### src/rtl/rs_gf_mult_arb.sv
// rs_gf_mult_arb: lets NREQ requesters share one pipelined GF(2^m) multiplier through a round-robin grant.
// Optional macro RS_GF_MULT_ARB_FIXED_PRIO_EN: fixed priority, where index 0 always wins and no rotation pointer is kept.
module rs_gf_mult_arb #(
  parameter int  m      = 8,
  parameter int  irrpol = 285,
  parameter int  NREQ   = 4,
  localparam int IDW    = $clog2(NREQ)
) (
  input  logic              iclk,
  input  logic              ireset,
  input  logic              iclkena,
  input  logic [NREQ-1:0]   ireq_val,
  input  logic [NREQ*m-1:0] idat_a,
  input  logic [NREQ*m-1:0] idat_b,
  output logic [NREQ-1:0]   oreq_rdy,
  output logic              oval,
  output logic [IDW-1:0]    oid,
  output logic [m-1:0]      odat
);

  localparam logic [m-1:0] POLY = irrpol[m-1:0];

  // Horner-style product: shift the partial result by x, reduce, then add a if the b bit is set.
  function automatic logic [m-1:0] gf_mult_a_by_b(input logic [m-1:0] a, input logic [m-1:0] b);
    logic [m-1:0] r;
    r = '0;
    for (int i = m - 1; i >= 0; i--) begin
      r = {r[m-2:0], 1'b0} ^ (r[m-1] ? POLY : '0);
      if (b[i]) r = r ^ a;
    end
    return r;
  endfunction

  logic [IDW-1:0] start;
  logic [IDW-1:0] gnt_idx;
  logic           gnt_any;
  logic           accept;
  logic [m-1:0]   sel_a;
  logic [m-1:0]   sel_b;

  logic           s1_val_q;
  logic [m-1:0]   s1_a_q;
  logic [m-1:0]   s1_b_q;
  logic [IDW-1:0] s1_id_q;
  logic           oval_q;
  logic [IDW-1:0] oid_q;
  logic [m-1:0]   odat_q;

  always_comb begin : grant_search
    int k;
    k       = 0;
    gnt_any = 1'b0;
    gnt_idx = '0;
    for (int i = 0; i < NREQ; i++) begin
      k = (int'(start) + i) % NREQ;
      if (!gnt_any && ireq_val[k[IDW-1:0]]) begin
        gnt_any = 1'b1;
        gnt_idx = k[IDW-1:0];
      end
    end
  end

  // A grant is only offered when this edge can actually take it.
  assign accept   = gnt_any & iclkena & ~ireset;
  assign oreq_rdy = accept ? (NREQ'(1) << gnt_idx) : '0;

  always_comb begin
    sel_a = '0;
    sel_b = '0;
    for (int k = 0; k < NREQ; k++) begin
      if (gnt_idx == IDW'(k)) begin
        sel_a = idat_a[k*m +: m];
        sel_b = idat_b[k*m +: m];
      end
    end
  end

`ifdef RS_GF_MULT_ARB_FIXED_PRIO_EN
  assign start = '0;
`else
  logic [IDW-1:0] ptr_q;
  logic [IDW-1:0] ptr_d;

  always_comb begin
    ptr_d = ptr_q;
    if (accept) ptr_d = (int'(gnt_idx) == NREQ - 1) ? '0 : gnt_idx + 1'b1;
  end

  always_ff @(posedge iclk) begin
    if (ireset)       ptr_q <= '0;
    else if (iclkena) ptr_q <= ptr_d;
  end

  assign start = ptr_q;
`endif

  // Stage 1 captures the granted operands; stage 2 holds the product, tag and valid strobe.
  always_ff @(posedge iclk) begin
    if (ireset) begin
      s1_val_q <= 1'b0;
      s1_a_q   <= '0;
      s1_b_q   <= '0;
      s1_id_q  <= '0;
      oval_q   <= 1'b0;
      oid_q    <= '0;
      odat_q   <= '0;
    end else if (iclkena) begin
      s1_val_q <= accept;
      if (accept) begin
        s1_a_q  <= sel_a;
        s1_b_q  <= sel_b;
        s1_id_q <= gnt_idx;
      end
      oval_q <= s1_val_q;
      if (s1_val_q) begin
        oid_q  <= s1_id_q;
        odat_q <= gf_mult_a_by_b(s1_a_q, s1_b_q);
      end
    end
  end

  assign oval = oval_q;
  assign oid  = oid_q;
  assign odat = odat_q;

endmodule

### config.mk
export PLATFORM = sky130hd
export DESIGN_NAME = rs_gf_mult_arb
export DESIGN_NICKNAME = d
export VERILOG_FILES = /design/src/rtl/rs_gf_mult_arb.sv
export SDC_FILE = /design/constraint.sdc
export NUM_CORES = 1
export LEC_CHECK = 0
export ABC_AREA = 1
export BUFFER_PORTS_ARGS = -buffer_cell sky130_fd_sc_hd__buf_4
export CELL_PAD_IN_SITES_DETAIL_PLACEMENT = 2
export CELL_PAD_IN_SITES_GLOBAL_PLACEMENT = 2
export CORE_MARGIN = 10
export CORE_UTILIZATION = 26
export CTS_CLUSTER_DIAMETER = 100
export DETAILED_ROUTE_END_ITERATION = 16
export MAX_ROUTING_LAYER = met4
export PLACE_DENSITY_LB_ADDON = 0.3
export SLEW_MARGIN = 20
export SYNTH_ARGS = -nofsm -noshare
export SYNTH_HDL_FRONTEND = slang
export SYNTH_SLANG_ARGS = --single-unit
### constraint.sdc
create_clock -name iclk -period 3.94 [get_ports iclk]
set_input_delay 0.788 -clock iclk [delete_from_list [all_inputs] [get_ports iclk]]
set_output_delay 0.788 -clock iclk [all_outputs]
set_load 0.05 [all_outputs]
# Yosys cells after proc, flatten, opt, wreduce, memory -nomap -nowiden
# Index checks and enable logic that the tools add are counted.
totals:
  reg_bits: 32
  input_bits: 71
  output_inout_bits: 15
  elab_cells: 109
classes:
  addsub: 4
  order_cmp: 4
  eq_ne: 4
  shift: 1
  n_mux: 62
  bitwise_logic: 17
  reduce_logical: 9
ops:
  columns: ["op", "n"]
  rows:
  - ["8-bit 2-to-1 mux", 37]
  - ["8-bit by 5-bit bitwise XOR with 8-bit output", 7]
  - ["8-bit bitwise XOR", 7]
  - ["5-bit 2-to-1 mux", 7]
  - ["2-bit by 3-bit < comparator with 1-bit output (second input constant)", 4]
  - ["2-bit 2-to-1 mux", 5]
  - ["1-bit binary-select mux with 2-bit select", 4]
  - ["1-bit 2-to-1 mux", 8]
  - ["2-bit by 1-bit adder with 2-bit output (second input constant)", 2]
  - ["2-bit adder (second input constant)", 2]
  - ["2-bit by 1-bit equality test with 1-bit output (second input constant)", 2]
  - ["2-bit equality test (second input constant)", 2]
  - ["4-bit 2-to-1 mux", 1]
  - ["2-bit AND reduction", 2]
  - ["1-bit by 2-bit << shifter with 4-bit output (first input constant)", 1]
  - ["1-bit logical AND", 3]
  - ["1-bit logical NOT", 3]
  - ["1-bit AND", 2]
  - ["2-bit logical NOT", 1]
  - ["1-bit inverter", 1]

# Depth between registers and ports, before layout
logic_depth:
  ltp_word: 50
  mapped_depth: 20

# Least setup slack after synthesis
# No wires, ideal clock.
synth_path:
  path_type: "in2out"
  from: "input port ireq_val[3]"
  to: "output port oreq_rdy[1]"
  t_arrival_ns: 3.157
  required_time_ns: 3.152
  path_slack_ns: -0.005
  stages: 10
  path_cell_list: "o21ai_0 > o21ai_2 > nor3_2 > o21ai_1 > o21ai_0 > ha_1 > clkbuf_1 > clkbuf_1 > inv_1 > nor2_1"
synth_via:
  elab_chain_cells: 15
  elab_cells_between_ends: 26
  classes_between: "1 x shift; 17 x mux; 2 x bitwise; 6 x reduce/logical"
synth_lines:
  columns: ["item", "line_no", "source"]
  rows:
  - ["start: declaration", "12", "input logic [NREQ-1:0] ireq_val,"]
  - ["1-bit binary-select mux with 2-bit select", "56", "if (!gnt_any && ireq_val[k[IDW-1:0]]) begin"]
  - ["1-bit 2-to-1 mux (not written as such)", "56", null]
  - ["1-bit 2-to-1 mux", "56", null]
  - ["1-bit logical NOT", "56", null]
  - ["1-bit logical AND", "56", null]
  - ["1-bit 2-to-1 mux", "56", null]
  - ["1-bit logical NOT", "56", null]
  - ["1-bit logical AND", "56", null]
  - ["1-bit 2-to-1 mux", "56", null]
  - ["1-bit logical NOT", "56", null]
  - ["1-bit logical AND", "56", null]
  - ["1-bit 2-to-1 mux", "56", null]
  - ["1-bit AND (2 in series)", "64", "assign accept = gnt_any & iclkena & ~ireset;"]
  - ["4-bit 2-to-1 mux *", "65", "assign oreq_rdy = accept ? (NREQ'(1) << gnt_idx) : '0;"]
  - ["end: declaration", "15", "output logic [NREQ-1:0] oreq_rdy,"]
# Every way passes the cells marked *; elsewhere a longest branch is shown, timed or not. The select of a mux whose other input is x is not followed.

# Worst setup path after layout
layout_path:
  from: "input port ireq_val[1]"
  to: "output port oreq_rdy[3]"
layout_via:
  elab_cells_between_ends: 26
  classes_between: "1 x shift; 17 x mux; 2 x bitwise; 6 x reduce/logical"
layout_rtl:
  columns: ["item", "line_no", "source"]
  rows:
  - ["1-bit binary-select mux with 2-bit select", "56", null]
  - ["1-bit 2-to-1 mux (not written as such)", "56", null]
  - ["1-bit 2-to-1 mux", "56", null]
  - ["1-bit logical NOT", "56", null]
  - ["1-bit logical AND", "56", null]
  - ["1-bit 2-to-1 mux", "56", null]
  - ["1-bit logical NOT", "56", null]
  - ["1-bit logical AND", "56", null]
  - ["1-bit 2-to-1 mux", "56", null]
  - ["1-bit logical NOT", "56", null]
  - ["1-bit logical AND", "56", null]
  - ["2-bit 2-to-1 mux *", "56", null]
  - ["net gnt_idx[0]", "35", "logic [IDW-1:0] gnt_idx;"]
  - ["1-bit by 2-bit << shifter with 4-bit output *", "65", null]
  - ["4-bit 2-to-1 mux *", "65", null]
# The timed path passes the listed nets; every way through them passes the cells marked *. The select of a mux whose other input is x is not followed.

==> flow_metrics.tcl <==
set metrics [dict create \
    clk_pin_slew_ns 0.06 \
    yosys_register_bits 32 \
    p_per_area_nw_per_um2 530 \
    ys_seq_area_share_pct 20.4 \
    drive_above_1_share_pct 18.1 \
    htree_levels 2 \
    relSlewSlack_pct 61.1 \
    cp_slowest_cell "o21ai_1" \
    drt_iter0_markers 139 \
    grt_antenna_before_repair 0 \
    dr.pass1.iters 4 \
    finalWirelength_um 12300 \
    finish.utilization_pct 33.7 \
    grt_usage_pct 15.2 \
    finalSetupTns_ns 0 \
    maxCapViolCount 0 \
    antenna_cells 0 \
    place.port_buffers 85 \
    setup_violations 0 \
    status "finished clean" \
    place.gp.congestion 0.808 \
    placementRows 40 \
    synthToLayoutAreaGrowth_pct 27.8 \
    numCtsBuffers 5 \
    fillers 1540 \
    grt_start_max_net_pins 29 \
    tightest_slew_ns 0.583 \
    vias 3758 \
    crit_path_frequent_cell "inv_1" \
    routed_via_density 4.91 \
    hold_class "reg -> reg" \
    synth_nets 625 \
    dpl.hpwl_um 10100 \
    fp.dieW_um 130 \
    post-route-period-util_pct 94.2 \
    clk_path_buf_depth 2 \
    worstPathRequired_ns 3.15 \
    die_h_um 130 \
    crit_chain "buf_4 -> inv_1 -> o21ai_0 -> nand2_1 -> o21ai_2 -> nor3_2 -> o21ai_1 -> o21ai_0 -> o21ai_1 -> inv_1 -> ha_1 -> inv_1 -> nor2_8 -> buf_4" \
    dpl_cell_area_sq_um 3830 \
    grt_pass1_vias 4270 \
    drt-wirelength-per-cell_um 16.0 \
    post-route-min-period_ns 3.71 \
    p_leak_nw 2.00 \
    peakVddDrop_uv 275 \
    clock-sinks 32 \
    cts_tree "done" \
    nets 693 \
    avgSynthCellArea_sq_um 5.70 \
    synth_area_sq_um 3140 \
    fin_skew_ns 0.00815 \
    worstSetupPathType "in -> out" \
    coreArea_sq_um 11900 \
    antenna_left 0 \
    clock_latency_ns 0.28 \
    overflow 0 \
    dieArea_sq_um 16900 \
    synth_warnings 0 \
    maxSlewViolCount 0 \
    io_pins 86 \
    worstPathMaxFanout 5 \
    initial_core_util_pct 26.3 \
    max_freq_mhz 269 \
    drc 0 \
    slowest_delay_ns 0.35 \
    syn_inst 550 \
    root_buffer "clkbuf_16" \
    synthDistinctLibCells 34 \
    worstPathArrival_ns 2.92 \
    critPathBufInv 5 \
    grt_pass1_wl_um 20500 \
    final_area_sq_um 4010 \
    crit_family "compound AO/OA/AOI/OAI gates" \
    hold_viol 0 \
    end_kind "output port" \
    cp-start-kind "input port" \
]
worst min-delay path, delay by kind of cell (launching register included):
family | cells | cell delay [ns]
compound gates | 1 | 0.05
flops | 1 | 0.31
simple gates | 1 | 0.06
routing by layer:
layer	vias up	routed length [um]	global-route usage, %
met5	-	0	-
met4	0	122	3.11
met3	8	432	2.68
met2	73	6380	27.8
met1	1807	5330	16.8
li1	1870	-	-
synthesized netlist by cell type:
library cell	count	area, sq um
a21oi_2	1	8.76
clkbuf_1	13	48.8
o211ai_1	1	7.51
buf_6	3	33.8
dfxtp_1	32	641
nor3_2	1	10.0
nor2_8	1	20.0
o21a_1	1	7.51
nor2_4	1	11.3
nor2_1	37	139
inv_1	60	225
and2_1	2	12.5
a21oi_1	15	75.1
nand2_2	2	12.5
nand2b_1	2	12.5
inv_2	1	3.75
buf_2	10	50.1
nand2_1	220	826
nand3_1	33	165
nand3_4	1	17.5
ha_1	4	50.1
xor2_1	14	123
nor3_1	3	15.0
a31oi_1	14	87.6
xnor2_1	17	149
nand4_1	2	12.5
nand3b_1	2	15.0
xor2_2	1	16.3
a22oi_1	12	90.1
o21ai_0	32	160
buf_4	5	37.5
o21ai_1	2	10.0
o21ai_2	1	8.76
a221oi_1	4	35.0
kinds of logic (layout without fill, tap and decap cells):
family | Yosys count | in the layout | share of synthesized area, %
buf+inv | 92 | 161 | 12.7
xor+xnor | 32 | 32 | 9.17
simple gates | 307 | 307 | 40.4
compound gates | 83 | 83 | 15.6
fa+ha+maj | 4 | 4 | 1.60
flops | 32 | 32 | 20.4
through the flow:
step           hold slack, ns  total power [mW]  worst slack [ns]  std cells
6_report                0.465              2.13             0.228        766
5_1_grt                 0.505              2.35           -0.0110        766
4_1_cts                 0.469              2.14            0.0132        764
3_5_place_dp            0.459              1.74             0.124        756
3_3_place_gp            0.453              1.67             0.346        756
2_1_floorplan           0.447              1.35             0.198        550
what timing repair did:
action                                  4_1_cts  5_1_grt
setup buffers                                 0        2
hold buffers                                  0        0
gates resized for setup                       0        3
endpoints found under the setup margin        0        2
report_power, final:
part | switching (mW) | internal (mW)
sequential | 0.170 | 0.389
combinational | 0.745 | 0.424
clock | 0.147 | 0.251
total | 1.06 | 1.06
layout make-up:
| class | instances | area, sq um | area share, % |
|---|---|---|---|
| Clock inverter | 2 | 15.0 | 0.374 |
| Timing Repair Buffer | 92 | 691 | 17.2 |
| Multi-Input combinational cell | 426 | 2110 | 52.6 |
| Clock buffer | 6 | 139 | 3.46 |
| Inverter | 61 | 229 | 5.71 |
| Tap cell | 147 | 184 | 4.59 |
| Sequential cell | 32 | 642 | 16.0 |
final timing paths:
kind / startpoint / end / slack (ns) / cells after the start
max: ireq_val[1] / oreq_rdy[3] / 0.23 / 14
min: oval / oval / 0.47 / 2
max reg2reg: ptr_q[0] / s1_a_q[2] / 0.69 / 17
min reg2reg: oval / oval / 0.47 / 2
cells in the final DEF, fill, tap and decap left out, types with 2 or more instances in the layout:
cell type,count
a21oi_1,15
a221oi_1,4
a22oi_1,12
a31oi_1,14
and2_1,2
buf_4,92
clkbuf_16,5
clkinvlp_4,2
dfxtp_1,31
ha_1,4
inv_1,60
nand2_1,220
nand2_2,2
nand2b_1,2
nand3_1,33
nand3b_1,2
nand4_1,2
nor2_1,36
nor3_1,3
o21ai_0,31
o21ai_1,3
xnor2_1,17
xor2_1,14
registers in the layout, indices dropped and copies added, names as in the netlist:
name      flops
odat          8
s1_a_q        8
s1_b_q        8
oid           2
ptr_q         2
s1_id_q       2
oval          1
s1_val_q      1
(Power assumes the default switching activity.)
